File: config.mk
export PLATFORM = sky130hd
export DESIGN_NAME = fpu_pipe_arbiter_flat
export DESIGN_NICKNAME = d
export VERILOG_FILES = /design/src/rtl/fpu_pipe_arbiter_if.sv /design/src/rtl/fpu_pipe_arbiter.sv /design/src/flat_wrapper.sv
export SDC_FILE = /design/constraint.sdc
export NUM_CORES = 1
export LEC_CHECK = 0
export CORE_MARGIN = 10
export CORE_UTILIZATION = 50
export CTS_BUF_LIST = sky130_fd_sc_hd__clkbuf_16
export DETAILED_ROUTE_END_ITERATION = 8
export PLACE_DENSITY = 0.79
export SKIP_LAST_GASP = 1
export SYNTH_ARGS = -nofsm -noshare
export SYNTH_HDL_FRONTEND = slang
export SYNTH_SLANG_ARGS = --single-unit
export TNS_END_PERCENT = 20
File: constraint.sdc
create_clock -name clk -period 4.4 [get_ports clk]
set_clock_uncertainty 0.2 [all_clocks]
set_input_delay 0.88 -clock clk [delete_from_list [all_inputs] [get_ports clk]]
set_output_delay 0.88 -clock clk [all_outputs]
set_load 0.02 [all_outputs]
File: src/rtl/fpu_pipe_arbiter_if.sv
// Bundle of requester, pipeline and response signals for fpu_pipe_arbiter.
//   slave  : arbiter side (takes requests, drives the pipeline, returns responses)
//   master : requester/pipeline side
// req*  : valid/ready request channel with operands a, b and op (0 add, 1 sub)
// pipe* : registered issue strobe and operands; pipe_result comes back from the pipeline
// rsp*  : valid/ready response channel carrying the FIFO head
interface fpu_pipe_arbiter_if;
    logic        req0_valid, req0_ready, req0_op;
    logic [31:0] req0_a, req0_b;
    logic        req1_valid, req1_ready, req1_op;
    logic [31:0] req1_a, req1_b;
    logic        pipe_valid, pipe_op;
    logic [31:0] pipe_a, pipe_b, pipe_result;
    logic        rsp0_valid, rsp0_ready;
    logic [31:0] rsp0_data;
    logic        rsp1_valid, rsp1_ready;
    logic [31:0] rsp1_data;

    modport slave (
        input  req0_valid, req0_a, req0_b, req0_op,
        input  req1_valid, req1_a, req1_b, req1_op,
        output req0_ready, req1_ready,
        output pipe_valid, pipe_a, pipe_b, pipe_op,
        input  pipe_result,
        output rsp0_valid, rsp0_data, rsp1_valid, rsp1_data,
        input  rsp0_ready, rsp1_ready
    );

    modport master (
        output req0_valid, req0_a, req0_b, req0_op,
        output req1_valid, req1_a, req1_b, req1_op,
        input  req0_ready, req1_ready,
        input  pipe_valid, pipe_a, pipe_b, pipe_op,
        output pipe_result,
        input  rsp0_valid, rsp0_data, rsp1_valid, rsp1_data,
        output rsp0_ready, rsp1_ready
    );
endinterface

File: src/rtl/fpu_pipe_arbiter.sv
// Shares one fixed-latency FP add/sub pipeline between two requesters.
// Round-robin issue, owner tag carried alongside each operation, results
// steered into per-requester response FIFOs. A requester is only granted
// while its FIFO occupancy plus in-flight count leaves room for the result,
// so the pipeline never stalls and nothing is dropped.
// Ports:
//   clk  - rising-edge clock
//   rst  - asynchronous active-low reset
//   bus  - request / pipeline / response bundle (slave modport)
//   busy - any operation in flight or any response FIFO non-empty
module fpu_pipe_arbiter #(
    parameter int LATENCY = 4,
    parameter int DEPTH   = 4
) (
    input  logic                clk,
    input  logic                rst,
    fpu_pipe_arbiter_if.slave   bus,
    output logic                busy
);
    localparam int NUM_REQ = 2;
    localparam int PW = (DEPTH > 1) ? $clog2(DEPTH) : 1;
    localparam int CW = $clog2(DEPTH + 1);
    localparam int IW = $clog2(LATENCY + 2);

    logic [NUM_REQ-1:0]         req_valid, req_op, rsp_ready, rsp_valid;
    logic [NUM_REQ-1:0][31:0]   req_a, req_b, rsp_data;
    logic [NUM_REQ-1:0]         elig, grant, push;
    logic [NUM_REQ-1:0][CW-1:0] fifo_count;
    logic [NUM_REQ-1:0][IW-1:0] inflight;
    logic                       rr_pref;      // requester preferred on a tie
    logic [LATENCY:0]           vld_pipe;     // [0] is pipe_valid, [LATENCY] lines up with pipe_result
    logic [LATENCY:0]           id_pipe;
    logic [31:0]                pipe_a_q, pipe_b_q;
    logic                       pipe_op_q;

    assign req_valid = {bus.req1_valid, bus.req0_valid};
    assign req_op    = {bus.req1_op, bus.req0_op};
    assign req_a     = {bus.req1_a, bus.req0_a};
    assign req_b     = {bus.req1_b, bus.req0_b};
    assign rsp_ready = {bus.rsp1_ready, bus.rsp0_ready};

    assign bus.req0_ready = grant[0];
    assign bus.req1_ready = grant[1];
    assign bus.pipe_valid = vld_pipe[0];
    assign bus.pipe_a     = pipe_a_q;
    assign bus.pipe_b     = pipe_b_q;
    assign bus.pipe_op    = pipe_op_q;
    assign bus.rsp0_valid = rsp_valid[0];
    assign bus.rsp1_valid = rsp_valid[1];
    assign bus.rsp0_data  = rsp_data[0];
    assign bus.rsp1_data  = rsp_data[1];

    assign busy = (|inflight) | (|fifo_count);

    // Credit check and round-robin grant
    always_comb begin
        for (int i = 0; i < NUM_REQ; i++)
            elig[i] = req_valid[i] && ((32'(fifo_count[i]) + 32'(inflight[i])) < 32'(DEPTH));
        grant = '0;
        if (elig[0] && (!elig[1] || !rr_pref))
            grant[0] = 1'b1;
        else if (elig[1])
            grant[1] = 1'b1;
    end

    // Issue register and owner-tag shift register
    always_ff @(posedge clk or negedge rst) begin
        if (!rst) begin
            vld_pipe  <= '0;
            id_pipe   <= '0;
            pipe_a_q  <= '0;
            pipe_b_q  <= '0;
            pipe_op_q <= 1'b0;
            rr_pref   <= 1'b0;
        end else begin
            vld_pipe <= {vld_pipe[LATENCY-1:0], |grant};
            id_pipe  <= {id_pipe[LATENCY-1:0], grant[1]};
            if (|grant) begin
                pipe_a_q  <= grant[1] ? req_a[1]  : req_a[0];
                pipe_b_q  <= grant[1] ? req_b[1]  : req_b[0];
                pipe_op_q <= grant[1] ? req_op[1] : req_op[0];
                rr_pref   <= ~grant[1];
            end
        end
    end

    // In-flight counters: +1 on grant, -1 on retire, unchanged when both
    always_ff @(posedge clk or negedge rst) begin
        if (!rst) begin
            inflight <= '0;
        end else begin
            for (int i = 0; i < NUM_REQ; i++) begin
                case ({grant[i], push[i]})
                    2'b10:   inflight[i] <= inflight[i] + IW'(1);
                    2'b01:   inflight[i] <= inflight[i] - IW'(1);
                    default: ;
                endcase
            end
        end
    end

    // Per-requester response FIFOs
    for (genvar g = 0; g < NUM_REQ; g++) begin : g_fifo
        logic [31:0]   mem [DEPTH];
        logic [PW-1:0] wr_ptr, rd_ptr;
        logic [CW-1:0] cnt;
        logic          pop;

        assign push[g]       = vld_pipe[LATENCY] && (id_pipe[LATENCY] == 1'(g));
        assign pop           = (cnt != '0) && rsp_ready[g];
        assign fifo_count[g] = cnt;
        assign rsp_valid[g]  = (cnt != '0);
        assign rsp_data[g]   = (cnt != '0) ? mem[rd_ptr] : '0;

        always_ff @(posedge clk) begin
            if (push[g])
                mem[wr_ptr] <= bus.pipe_result;
        end

        always_ff @(posedge clk or negedge rst) begin
            if (!rst) begin
                wr_ptr <= '0;
                rd_ptr <= '0;
                cnt    <= '0;
            end else begin
                if (push[g])
                    wr_ptr <= (wr_ptr == PW'(DEPTH - 1)) ? '0 : wr_ptr + PW'(1);
                if (pop)
                    rd_ptr <= (rd_ptr == PW'(DEPTH - 1)) ? '0 : rd_ptr + PW'(1);
                case ({push[g], pop})
                    2'b10:   cnt <= cnt + CW'(1);
                    2'b01:   cnt <= cnt - CW'(1);
                    default: ;
                endcase
            end
        end
    end
endmodule
File: src/flat_wrapper.sv
// flat-port wrapper written by rule: the top's interface ports become plain ports
module fpu_pipe_arbiter_flat 
#(
    parameter int LATENCY = 4,
    parameter int DEPTH   = 4
)
  (clk, rst, busy, bus_req0_valid, bus_req0_a, bus_req0_b, bus_req0_op, bus_req1_valid, bus_req1_a, bus_req1_b, bus_req1_op, bus_req0_ready, bus_req1_ready, bus_pipe_valid, bus_pipe_a, bus_pipe_b, bus_pipe_op, bus_pipe_result, bus_rsp0_valid, bus_rsp0_data, bus_rsp1_valid, bus_rsp1_data, bus_rsp0_ready, bus_rsp1_ready);
  fpu_pipe_arbiter_if bus_i ();
  input  logic clk;
  input  logic rst;
  output logic busy;
  input wire logic [$bits(bus_i.req0_valid)-1:0] bus_req0_valid;
  input wire logic [$bits(bus_i.req0_a)-1:0] bus_req0_a;
  input wire logic [$bits(bus_i.req0_b)-1:0] bus_req0_b;
  input wire logic [$bits(bus_i.req0_op)-1:0] bus_req0_op;
  input wire logic [$bits(bus_i.req1_valid)-1:0] bus_req1_valid;
  input wire logic [$bits(bus_i.req1_a)-1:0] bus_req1_a;
  input wire logic [$bits(bus_i.req1_b)-1:0] bus_req1_b;
  input wire logic [$bits(bus_i.req1_op)-1:0] bus_req1_op;
  output wire logic [$bits(bus_i.req0_ready)-1:0] bus_req0_ready;
  output wire logic [$bits(bus_i.req1_ready)-1:0] bus_req1_ready;
  output wire logic [$bits(bus_i.pipe_valid)-1:0] bus_pipe_valid;
  output wire logic [$bits(bus_i.pipe_a)-1:0] bus_pipe_a;
  output wire logic [$bits(bus_i.pipe_b)-1:0] bus_pipe_b;
  output wire logic [$bits(bus_i.pipe_op)-1:0] bus_pipe_op;
  input wire logic [$bits(bus_i.pipe_result)-1:0] bus_pipe_result;
  output wire logic [$bits(bus_i.rsp0_valid)-1:0] bus_rsp0_valid;
  output wire logic [$bits(bus_i.rsp0_data)-1:0] bus_rsp0_data;
  output wire logic [$bits(bus_i.rsp1_valid)-1:0] bus_rsp1_valid;
  output wire logic [$bits(bus_i.rsp1_data)-1:0] bus_rsp1_data;
  input wire logic [$bits(bus_i.rsp0_ready)-1:0] bus_rsp0_ready;
  input wire logic [$bits(bus_i.rsp1_ready)-1:0] bus_rsp1_ready;
  assign bus_i.req0_valid = bus_req0_valid;
  assign bus_i.req0_a = bus_req0_a;
  assign bus_i.req0_b = bus_req0_b;
  assign bus_i.req0_op = bus_req0_op;
  assign bus_i.req1_valid = bus_req1_valid;
  assign bus_i.req1_a = bus_req1_a;
  assign bus_i.req1_b = bus_req1_b;
  assign bus_i.req1_op = bus_req1_op;
  assign bus_req0_ready = bus_i.req0_ready;
  assign bus_req1_ready = bus_i.req1_ready;
  assign bus_pipe_valid = bus_i.pipe_valid;
  assign bus_pipe_a = bus_i.pipe_a;
  assign bus_pipe_b = bus_i.pipe_b;
  assign bus_pipe_op = bus_i.pipe_op;
  assign bus_i.pipe_result = bus_pipe_result;
  assign bus_rsp0_valid = bus_i.rsp0_valid;
  assign bus_rsp0_data = bus_i.rsp0_data;
  assign bus_rsp1_valid = bus_i.rsp1_valid;
  assign bus_rsp1_data = bus_i.rsp1_data;
  assign bus_i.rsp0_ready = bus_rsp0_ready;
  assign bus_i.rsp1_ready = bus_rsp1_ready;
  fpu_pipe_arbiter #(.LATENCY(LATENCY), .DEPTH(DEPTH)) u_core (.clk(clk), .rst(rst), .bus(bus_i), .busy(busy));
endmodule
==> results of run 1 <==
[routing by layer]
layer,vias up,share of wire (%),wire [um],track usage [%]
met5,-,0,0,0
met4,0,2.2,776,5.35
met3,47,7.5,2660,5.71
met2,324,50,18000,32.9
met1,4215,40,14300,25.0
li1,3647,-,-,-
[power breakdown]
part / switching (W) / total (W) / internal (W)
registers: 0.000396 / 0.00466 / 0.00427
clock network: 0.00119 / 0.00269 / 0.00150
logic: 0.00298 / 0.00585 / 0.00287
total: 0.00457 / 0.0132 / 0.00864
[cells in the mapped netlist (2+ instances only)]
| cell type | instances | area, um2 |
|---|---|---|
| sky130_fd_sc_hd__edfxtp_1 | 256 | 7690 |
| sky130_fd_sc_hd__dfrtp_1 | 96 | 2400 |
| sky130_fd_sc_hd__and2_1 | 70 | 438 |
| sky130_fd_sc_hd__and3_1 | 69 | 432 |
| sky130_fd_sc_hd__a221o_1 | 65 | 651 |
| sky130_fd_sc_hd__mux4_2 | 64 | 1440 |
| sky130_fd_sc_hd__clkbuf_1 | 31 | 116 |
| sky130_fd_sc_hd__inv_1 | 22 | 82.6 |
| sky130_fd_sc_hd__ha_1 | 18 | 225 |
| sky130_fd_sc_hd__buf_2 | 15 | 75.1 |
| sky130_fd_sc_hd__xor2_1 | 8 | 70.1 |
| sky130_fd_sc_hd__buf_6 | 6 | 67.6 |
| sky130_fd_sc_hd__nand2_1 | 6 | 22.5 |
| sky130_fd_sc_hd__o21ai_0 | 6 | 30.0 |
| sky130_fd_sc_hd__or3_1 | 5 | 31.3 |
| sky130_fd_sc_hd__fa_1 | 4 | 80.1 |
| sky130_fd_sc_hd__nor2_1 | 4 | 15.0 |
| sky130_fd_sc_hd__xnor2_1 | 4 | 35.0 |
| sky130_fd_sc_hd__mux2i_1 | 3 | 30.0 |
| sky130_fd_sc_hd__a21o_1 | 2 | 15.0 |
| sky130_fd_sc_hd__inv_2 | 2 | 7.51 |
| sky130_fd_sc_hd__mux2_2 | 2 | 22.5 |
| sky130_fd_sc_hd__nand3_1 | 2 | 10.0 |
| sky130_fd_sc_hd__nor3_1 | 2 | 10.0 |
[state kept, by name, indices dropped and copies added, names as in the netlist, 4 cells and up]
name / flops
u_core.g_fifo.mem: 256
u_core.bus.pipe_a: 32
u_core.bus.pipe_b: 32
u_core.g_fifo.cnt: 6
u_core.inflight: 6
u_core.id_pipe: 5
u_core.vld_pipe: 5
u_core.g_fifo.rd_ptr: 4
u_core.g_fifo.wr_ptr: 4
[kinds of logic (layout without fill, tap and decap cells)]
| kind of cell | Yosys count | count (layout) | share of synthesized area, % |
|---|---|---|---|
| buffers and inverters | 77 | 397 | 2.53 |
| muxes | 69 | 69 | 10.6 |
| DFF | 352 | 352 | 71.7 |
| xor gates and xnor gates | 12 | 12 | 0.747 |
| and+or+nand+nor | 162 | 162 | 7.08 |
| AOI/OAI and AO/OA | 77 | 77 | 5.17 |
| adders and majority gates | 22 | 22 | 2.17 |
[worst paths after layout]
kind | slack (ps) | endpoint | cells past startpoint | startpoint
worst max-delay path | 440 | bus_req1_ready | 5 | bus_req0_valid
worst min-delay path | 150 | u_core.id_pipe[3]$_DFF_PN0_ | 0 | u_core.id_pipe[2]$_DFF_PN0_
worst max register to register | 990 | u_core.inflight[2]$_DFFE_PN0P_ | 12 | u_core.g_fifo[0].cnt[2]$_DFFE_PN0P_
worst min register to register | 150 | u_core.id_pipe[3]$_DFF_PN0_ | 0 | u_core.id_pipe[2]$_DFF_PN0_
max in group asynchronous | 2980 | u_core.bus.pipe_b[0]$_DFFE_PN0P_ | 2 | rst
min in group asynchronous | 160 | u_core.bus.pipe_a[15]$_DFFE_PN0P_ | 1 | rst
[final cells by class]
class,instances,share of cell area (%)
repair buffers,314,17.1
clock inverters,24,0.744
clock buffers,35,4.74
flip-flops and latches,352,54.6
well taps,378,2.56
multi-input cells,342,19.8
inverters,24,0.487
[metrics by stage]
stage	cell area [um2]	total power [W]	setup slack, ps	hold slack, ps
after global routing	18500	0.0139	393	156
after floorplan	14100	0.00814	1030	131
after CTS	18500	0.0133	439	149
after global placement	17500	0.0105	460	133
after detailed placement	17500	0.0106	361	137
final	18500	0.0132	436	147
[critical path: stages]
cell	delay, ps
sky130_fd_sc_hd__clkdlybuf4s50_1	460
sky130_fd_sc_hd__or4b_1	460
sky130_fd_sc_hd__a311o_2	330
sky130_fd_sc_hd__and2_1	190
sky130_fd_sc_hd__clkdlybuf4s50_1	570
[cell usage in the layout, fill, tap and decap left out, drive strengths merged]
master and instances:
dfrtp 96, or4b 1, and2 70, nor3 2, o21ai 6, clkdlybuf4s50 301, edfxtp 256, ha 18
a221o 65, nand3 2, mux2i 3, mux4 64, a31o 1, clkinv 14, nor2b 1, nor4 1
a21o 2, buf 13, xnor2 4, nor2 4, clkinvlp 1, xor2 8, or3 5, nor4b 1
nand2 6, a21boi 1, a311o 1, clkbuf 35, mux2 2, and3 69, inv 32, fa 4
a21oi 1, bufinv 1
==> results.toml, run 1 <==
[synthesis]
synthesis.area_per_instance_um2 = 18.3
netlist_instances = 771
post_synth_edffs = 256
most_common_flop_cell_mapped_by_yosys = "sky130_fd_sc_hd__edfxtp_1"
syn-cell-area_um2 = 14100
syn_nets = 961
synthArstFlopShare_pct = 27.3
synth-warning-count = 0
synthDistinctLibCells = 33
synth_seq_area_share_pct = 71.7
synth.ff_latch_count = 352

[grt]
grt_first_pass_wirelength_um = 54300
maximum_number_of_pins_on_one_net_before_global_route_repair = 67
antenna_violations_before_repair = 0
overflow = 0
via_count_of_the_first_global_routing_pass = 8900
grt_use_total_pct = 19.8

[clock_tree]
htree_levels = 2
cts_tree = "done"
cts.sinks = 352
cts_hold_buf = 0
total_cts_buffers = 35
cts-root-to-sink-buffers = 3
clkSlewWorstSetupHoldPaths_ps = 60
clk-insertion-delay-late_ps = 500
clock-root-buffer = "sky130_fd_sc_hd__clkbuf_16"
cts_setup_buffers = 0
cts_repair_resized_insts = 0

[worst_hold_path]
min_path_type = "flop to flop"

[job]
timing.max_cap.violations = 0

[placed_design]
buffer_ports.inserted = 302
routabilityCongestion = 0.799
place_hpwl_um = 23100
placed_cells_incl_taps = 1410

[sta]
slew_headroom_pct = 31.8
final_setup_violation_count = 0
timing.final.max_slew_violations = 0
worst-slew-pin-transition_ps = 1020
period_minus_slack_ps = 3960
fmax_mhz = 252
period_share_pct = 90.1
finalSetupTns_ps = 0
grt_setup_unrepaired = "false"
finalHoldViolCount = 0

[floorplanning]
row_count = 61
die_width_um = 188
chipHeight_um = 188
initial_utilization_pct = 50.7
fp.dieArea_um2 = 35300
io-pin-count = 303
fp.coreArea_um2 = 27800

[route]
route.detailed.drc = 0
wl_um = 35700
viasPerCell = 5.60
detail_route.wl_per_cell_um = 24.3
total_vias_in_the_final_route = 8233
route.antenna.remaining_nets = 0
drt_pre_antenna_iters = 5
initialDrtViolationCount = 632

[worst_setup_path]
cp_max_fo = 3
required_time_of_the_worst_setup_path_ps = 3320
worstSetupEndpointType = "output port"
cp.arrival_ps = 2880
startpoint_type = "input pin"
type_of_the_setup_path_with_the_least_slack = "input pin to output port"

[finish]
n_fill_cell = 1905
util_after_layout_pct = 66.6
ff_latch_area_um2 = 10100
design.final.nets = 1259
final_cell_count_no_fill = 1469
drive_gt1_share_pct = 12.9
multiInputGateArea_um2 = 3660
flow.area_growth_from_synthesis_pct = 31.4
insertedDiodeCount = 0

[power_and_ir_drop]
power.leakage_nw = 6.89
worst_ir_drop_vdd_mv = 0.754
p_per_area_nw_per_um2 = 714

[run_status]
run_status = "completed"
No activity file was read; power rests on OpenSTA's default activity.
==> run 2, diff against run 1 <==
--- a/config.mk
+++ b/config.mk
@@ -11,4 +11,5 @@
 export DETAILED_ROUTE_END_ITERATION = 8
 export PLACE_DENSITY = 0.79
+export SKIP_CTS_REPAIR_TIMING = 1
 export SKIP_LAST_GASP = 1
 export SYNTH_ARGS = -nofsm -noshare
==> constraint.sdc (replaced) <==
create_clock -name clk -period 4.4 [get_ports clk]
set_clock_uncertainty 0.2 [all_clocks]
set_input_delay 1.1 -clock clk [delete_from_list [all_inputs] [get_ports clk]]
set_output_delay 1.1 -clock clk [all_outputs]
set_load 0.02 [all_outputs]
==> results.toml, run 2 (synthesized netlist as in run 1, its figures left out) <==
[run_status]
run_status = "completed"

[grt]
antenna_violations_before_repair = 1
via_count_of_the_first_global_routing_pass = 9015
grt_first_pass_wirelength_um = 53500
grt_use_total_pct = 19.4
maximum_number_of_pins_on_one_net_before_global_route_repair = 79
overflow = 0

[finish]
flow.area_growth_from_synthesis_pct = 31.8
multiInputGateArea_um2 = 3660
leading_cell_type_in_the_layout_fill_and_taps_excluded = "sky130_fd_sc_hd__clkdlybuf4s50_1"
insertedDiodeCount = 0
largest_register_ff_count = 256
largest_register_by_flop_count = "u_core.g_fifo.mem"
n_fill_cell = 1861
design.final.nets = 1263
drive_gt1_share_pct = 13.1
ff_latch_area_um2 = 10100
final_cell_mix = "300 x sky130_fd_sc_hd__clkdlybuf4s50_1, 256 x sky130_fd_sc_hd__edfxtp_1, 94 x sky130_fd_sc_hd__dfrtp_1"

[worst_hold_path]
min_path_type = "flop to flop"

[clock_tree]
cts-root-to-sink-buffers = 3
clock-root-buffer = "sky130_fd_sc_hd__clkbuf_16"
htree_levels = 2
clk-insertion-delay-late_ps = 500
clkSlewWorstSetupHoldPaths_ps = 60
total_cts_buffers = 36
cts.sinks = 352
cts_tree = "done"

[floorplanning]
io-pin-count = 303
fp.coreArea_um2 = 27800
chipHeight_um = 188
fp.dieArea_um2 = 35300
initial_utilization_pct = 50.7
die_width_um = 188
row_count = 61

[worst_setup_path]
timing.critical_path.mode_cell = "sky130_fd_sc_hd__clkdlybuf4s50_1"
worstSetupEndpointType = "output port"
required_time_of_the_worst_setup_path_ps = 3100
startpoint_type = "input pin"
critical-path-top-delay-family = "buffers and inverters"
cp.arrival_ps = 3030
max_stage_delay_ps = 630
type_of_the_setup_path_with_the_least_slack = "input pin to output port"
path_cells = "clkdlybuf4s50_1 -> or4b_1 -> a31o_2 -> a21oi_4 -> clkdlybuf4s50_1"
critical_path.slowest_cell = "sky130_fd_sc_hd__clkdlybuf4s50_1"
cp_max_fo = 2
worstPathBufferInverterCount = 2

[power_and_ir_drop]
switching_share_pct = 34.4
worst_ir_drop_vdd_mv = 0.612
power.share.sequential_pct = 35.5
design_internal_power_w = 0.00869
clock_power_share_pct = 20.7
p_per_area_nw_per_um2 = 714
power.leakage_nw = 6.95
power.share.combinational_pct = 43.9
switchingPower_w = 0.00456
power_w = 0.0132

[sta]
timing.final.max_slew_violations = 0
final_setup_violation_count = 0
period_share_pct = 98.5
period_minus_slack_ps = 4330
fmax_mhz = 231
worst-slew-pin-transition_ps = 1020
grt_setup_unrepaired = "true"
finalHoldViolCount = 0
hold-worst-slack_ps = 149
slew_headroom_pct = 32.1

[route]
detail_route.wl_per_cell_um = 23.6
route.antenna.remaining_nets = 0
initialDrtViolationCount = 649
route.detailed.drc = 0
total_vias_in_the_final_route = 8325
viasPerCell = 5.64
wl_um = 34900
drt_pre_antenna_iters = 5

[placed_design]
place_hpwl_um = 22900
buffer_ports.inserted = 302
routabilityCongestion = 0.808

[job]
timing.max_cap.violations = 0
[run 2: cell count changes in the layout (fill, tap and decap cells not counted), moves of 2 or more]
| cell | delta |
|---|---|
| sky130_fd_sc_hd__buf_4 | +5 |
| sky130_fd_sc_hd__clkbuf_16 | +3 |
| sky130_fd_sc_hd__inv_1 | +3 |
| sky130_fd_sc_hd__buf_12 | -2 |
[run 2: layer usage]
metal,up-vias,global-route usage (%),wire length (um)
met4,0,6.52,941
li1,3650,-,-
met2,353,32.0,17300
met3,52,5.81,2810
met1,4270,23.9,13800
met5,-,0,0
[run 2: cell type report]
| class | count | share of cell area (%) |
|---|---|---|
| Clock buffer | 38 | 5.13 |
| Inverter | 24 | 0.486 |
| Tap cell | 378 | 2.55 |
| Clock inverter | 25 | 0.634 |
| Timing Repair Buffer | 317 | 17.0 |
| Multi-Input combinational cell | 342 | 19.7 |
| Sequential cell | 352 | 54.4 |
[run 2: through the flow]
step                cells  utilization [%]  setup TNS [ps]  cell area, um2  setup slack, ps
floorplan             771                -               0           14100              806
global placement     1413             62.9               0           17500             63.0
detailed placement   1413             62.9               0           17500             16.0
CTS                  1476             66.7               0           18500             8.64
global route         1476             66.8           -2.99           18500            -2.99
finish               1476             66.8               0           18500             65.2
[run 2: path summary, 6_finish.rpt]
path | from | end | slack, ps | depth (start not counted)
min in group asynchronous | rst | u_core.inflight[3]$_DFFE_PN0P_ | 560 | 1
min reg2reg | u_core.vld_pipe[3]$_DFF_PN0_ | u_core.vld_pipe[4]$_DFF_PN0_ | 150 | 0
max | bus_req0_valid | bus_req0_ready | 70 | 5
max in group asynchronous | rst | u_core.vld_pipe[1]$_DFF_PN0_ | 2690 | 2
min | u_core.vld_pipe[3]$_DFF_PN0_ | u_core.vld_pipe[4]$_DFF_PN0_ | 150 | 0
max reg2reg | u_core.g_fifo[0].cnt[2]$_DFFE_PN0P_ | u_core.inflight[2]$_DFFE_PN0P_ | 990 | 12
[run 2: power groups by stage]
stage	registers (W)	clock network, W	logic, W
2_1_floorplan	0.00493	0	0.00321
3_3_place_gp	0.00473	0	0.00576
3_5_place_dp	0.00474	0	0.00588
4_1_cts	0.00471	0.00279	0.00589
5_1_grt	0.00478	0.00293	0.00621
6_report	0.00470	0.00274	0.00581
==> run 3, diff against run 2 <==
==> constraint.sdc (replaced) <==
create_clock -name clk -period 4.4 [get_ports clk]
set_clock_uncertainty 0.2 [all_clocks]
set_input_delay 1.1 -clock clk [delete_from_list [all_inputs] [get_ports clk]]
set_output_delay 1.1 -clock clk [all_outputs]
set_load 0.005 [all_outputs]
==> results.toml, run 3 (synthesized netlist as in run 1, its figures left out) <==
[grt]
maximum_number_of_pins_on_one_net_before_global_route_repair = 67
grt_first_pass_wirelength_um = 54200
via_count_of_the_first_global_routing_pass = 8962
grt_use_total_pct = 19.7
overflow = 0
antenna_violations_before_repair = 2

[worst_setup_path]
worst_r2r_path_depth = 11
required_time_of_the_worst_setup_path_ps = 3100
max_stage_delay_ps = 470
path_cells = "clkdlybuf4s50_1 -> or4b_4 -> a311o_2 -> and2_1 -> clkdlybuf4s50_1"
worstSetupEndpointType = "output port"
worstPathBufferInverterCount = 2
type_of_the_setup_path_with_the_least_slack = "input pin to output port"
timing.critical_path.mode_cell = "sky130_fd_sc_hd__clkdlybuf4s50_1"
critical-path-top-delay-family = "buffers and inverters"
r2r_start = "u_core.g_fifo[0].cnt[2]$_DFFE_PN0P_"
critical_path.reg2reg.endpoint = "u_core.inflight[5]$_DFFE_PN0P_"
regToRegSetupSlack_ps = 1280
cp.arrival_ps = 3010
critical_path.slowest_cell = "sky130_fd_sc_hd__clkdlybuf4s50_1"
cp_max_fo = 3
startpoint_type = "input pin"

[route]
drt_pre_antenna_iters = 5
wl_um = 35300
viasPerCell = 5.64
route.antenna.remaining_nets = 0
initialDrtViolationCount = 628
total_vias_in_the_final_route = 8321
detail_route.wl_per_cell_um = 23.9
route.detailed.drc = 0

[floorplanning]
io-pin-count = 303
fp.dieArea_um2 = 35300
chipHeight_um = 188
die_width_um = 188
row_count = 61
fp.coreArea_um2 = 27800
initial_utilization_pct = 50.7

[placed_design]
place_hpwl_um = 23000
cell_area_placed_um2 = 17500
buffer_ports.inserted = 302
routabilityCongestion = 0.798

[finish]
design.final.nets = 1261
ff_latch_area_um2 = 10100
postLayoutCellArea_um2 = 18600
drive_gt1_share_pct = 13.5
flow.area_growth_from_synthesis_pct = 32.1
multiInputGateArea_um2 = 3660
largest_register_by_flop_count = "u_core.g_fifo.mem"
n_fill_cell = 1906
final_cell_mix = "301 x sky130_fd_sc_hd__clkdlybuf4s50_1, 256 x sky130_fd_sc_hd__edfxtp_1, 94 x sky130_fd_sc_hd__dfrtp_1"
largest_register_ff_count = 256
leading_cell_type_in_the_layout_fill_and_taps_excluded = "sky130_fd_sc_hd__clkdlybuf4s50_1"

[power_and_ir_drop]
power.leakage_nw = 6.94
worst_ir_drop_vdd_mv = 0.744
p_per_area_nw_per_um2 = 676

[clock_tree]
cts_tree = "done"
clock-root-buffer = "sky130_fd_sc_hd__clkbuf_16"
clkSlewWorstSetupHoldPaths_ps = 60
cts-root-to-sink-buffers = 3
clk-insertion-delay-late_ps = 510
htree_levels = 2
cts.sinks = 352
total_cts_buffers = 35

[sta]
finalHoldViolCount = 0
finalSetupTns_ps = 0
timing.final.max_slew_violations = 0
worst-slew-pin-transition_ps = 1000
fmax_mhz = 232
final_setup_violation_count = 0
period_share_pct = 97.9
period_minus_slack_ps = 4310
slew_headroom_pct = 33.1
grt_setup_unrepaired = "false"

[worst_hold_path]
min_path_cells = 0
min_path_type = "flop to flop"
timing.hold.worst_endpoint = "u_core.vld_pipe[4]$_DFF_PN0_"
hp-start = "u_core.vld_pipe[3]$_DFF_PN0_"

[run_status]
run_status = "completed"

[job]
timing.max_cap.violations = 0
## run 3: layer usage
layer	share of wire, %	wire length [um]	track usage, %
met1	40	14200	24.9
met3	7.7	2720	5.49
met2	50	17700	32.9
met4	2.0	711	5.02
met5	0	0	0
## run 3: worst max-delay path by stage
stage | slack, ps | start | cells after the start | endpoint
3_5_place_dp | 70 | bus_req0_valid | 5 | bus_req1_ready
5_1_grt | 20 | bus_req0_valid | 5 | bus_req1_ready
4_1_cts | 60 | bus_req0_valid | 5 | bus_req1_ready
2_1_floorplan | 880 | bus_req0_valid | 4 | bus_req1_ready
6_report | 90 | bus_req0_valid | 5 | bus_req1_ready
3_3_place_gp | 120 | bus_req0_valid | 5 | bus_req1_ready
## run 3: worst register-to-register path, delay by kind of cell, from the launching register on
kind                       cells  cell delay, ps
AOI/OAI and AO/OA              1             330
xor gates and xnor gates       2             310
adders and majority gates      3             860
buffers and inverters          2             130
DFF                            1             410
and+or+nand+nor                3             790
## run 3: where the power goes
part,internal [W],switching (W),total [W]
Combinational,0.00287,0.00213,0.00499
Sequential,0.00427,0.000439,0.00471
Clock,0.00166,0.00120,0.00287
## run 3: area by class of cell
cell class	count	area share (%)
Tap cell	378	2.54
Clock inverter	25	1.09
Antenna cell	2	0.0269
Sequential cell	352	54.3
Timing Repair Buffer	316	17.0
Clock buffer	36	4.85
Multi-Input combinational cell	342	19.7
Inverter	24	0.485
## run 3: through the flow
stage                     power (W)  hold slack [ps]  cells  setup slack (ps)  util, %
after floorplan             0.00731              131    771               880        -
after global placement      0.00967              131   1412               123     62.9
after detailed placement    0.00981              137   1412              74.0     62.9
after CTS                    0.0127              143   1473              64.2     66.9
after global routing         0.0132              158   1474              17.8     66.9
final                        0.0126              143   1475              93.6     66.9
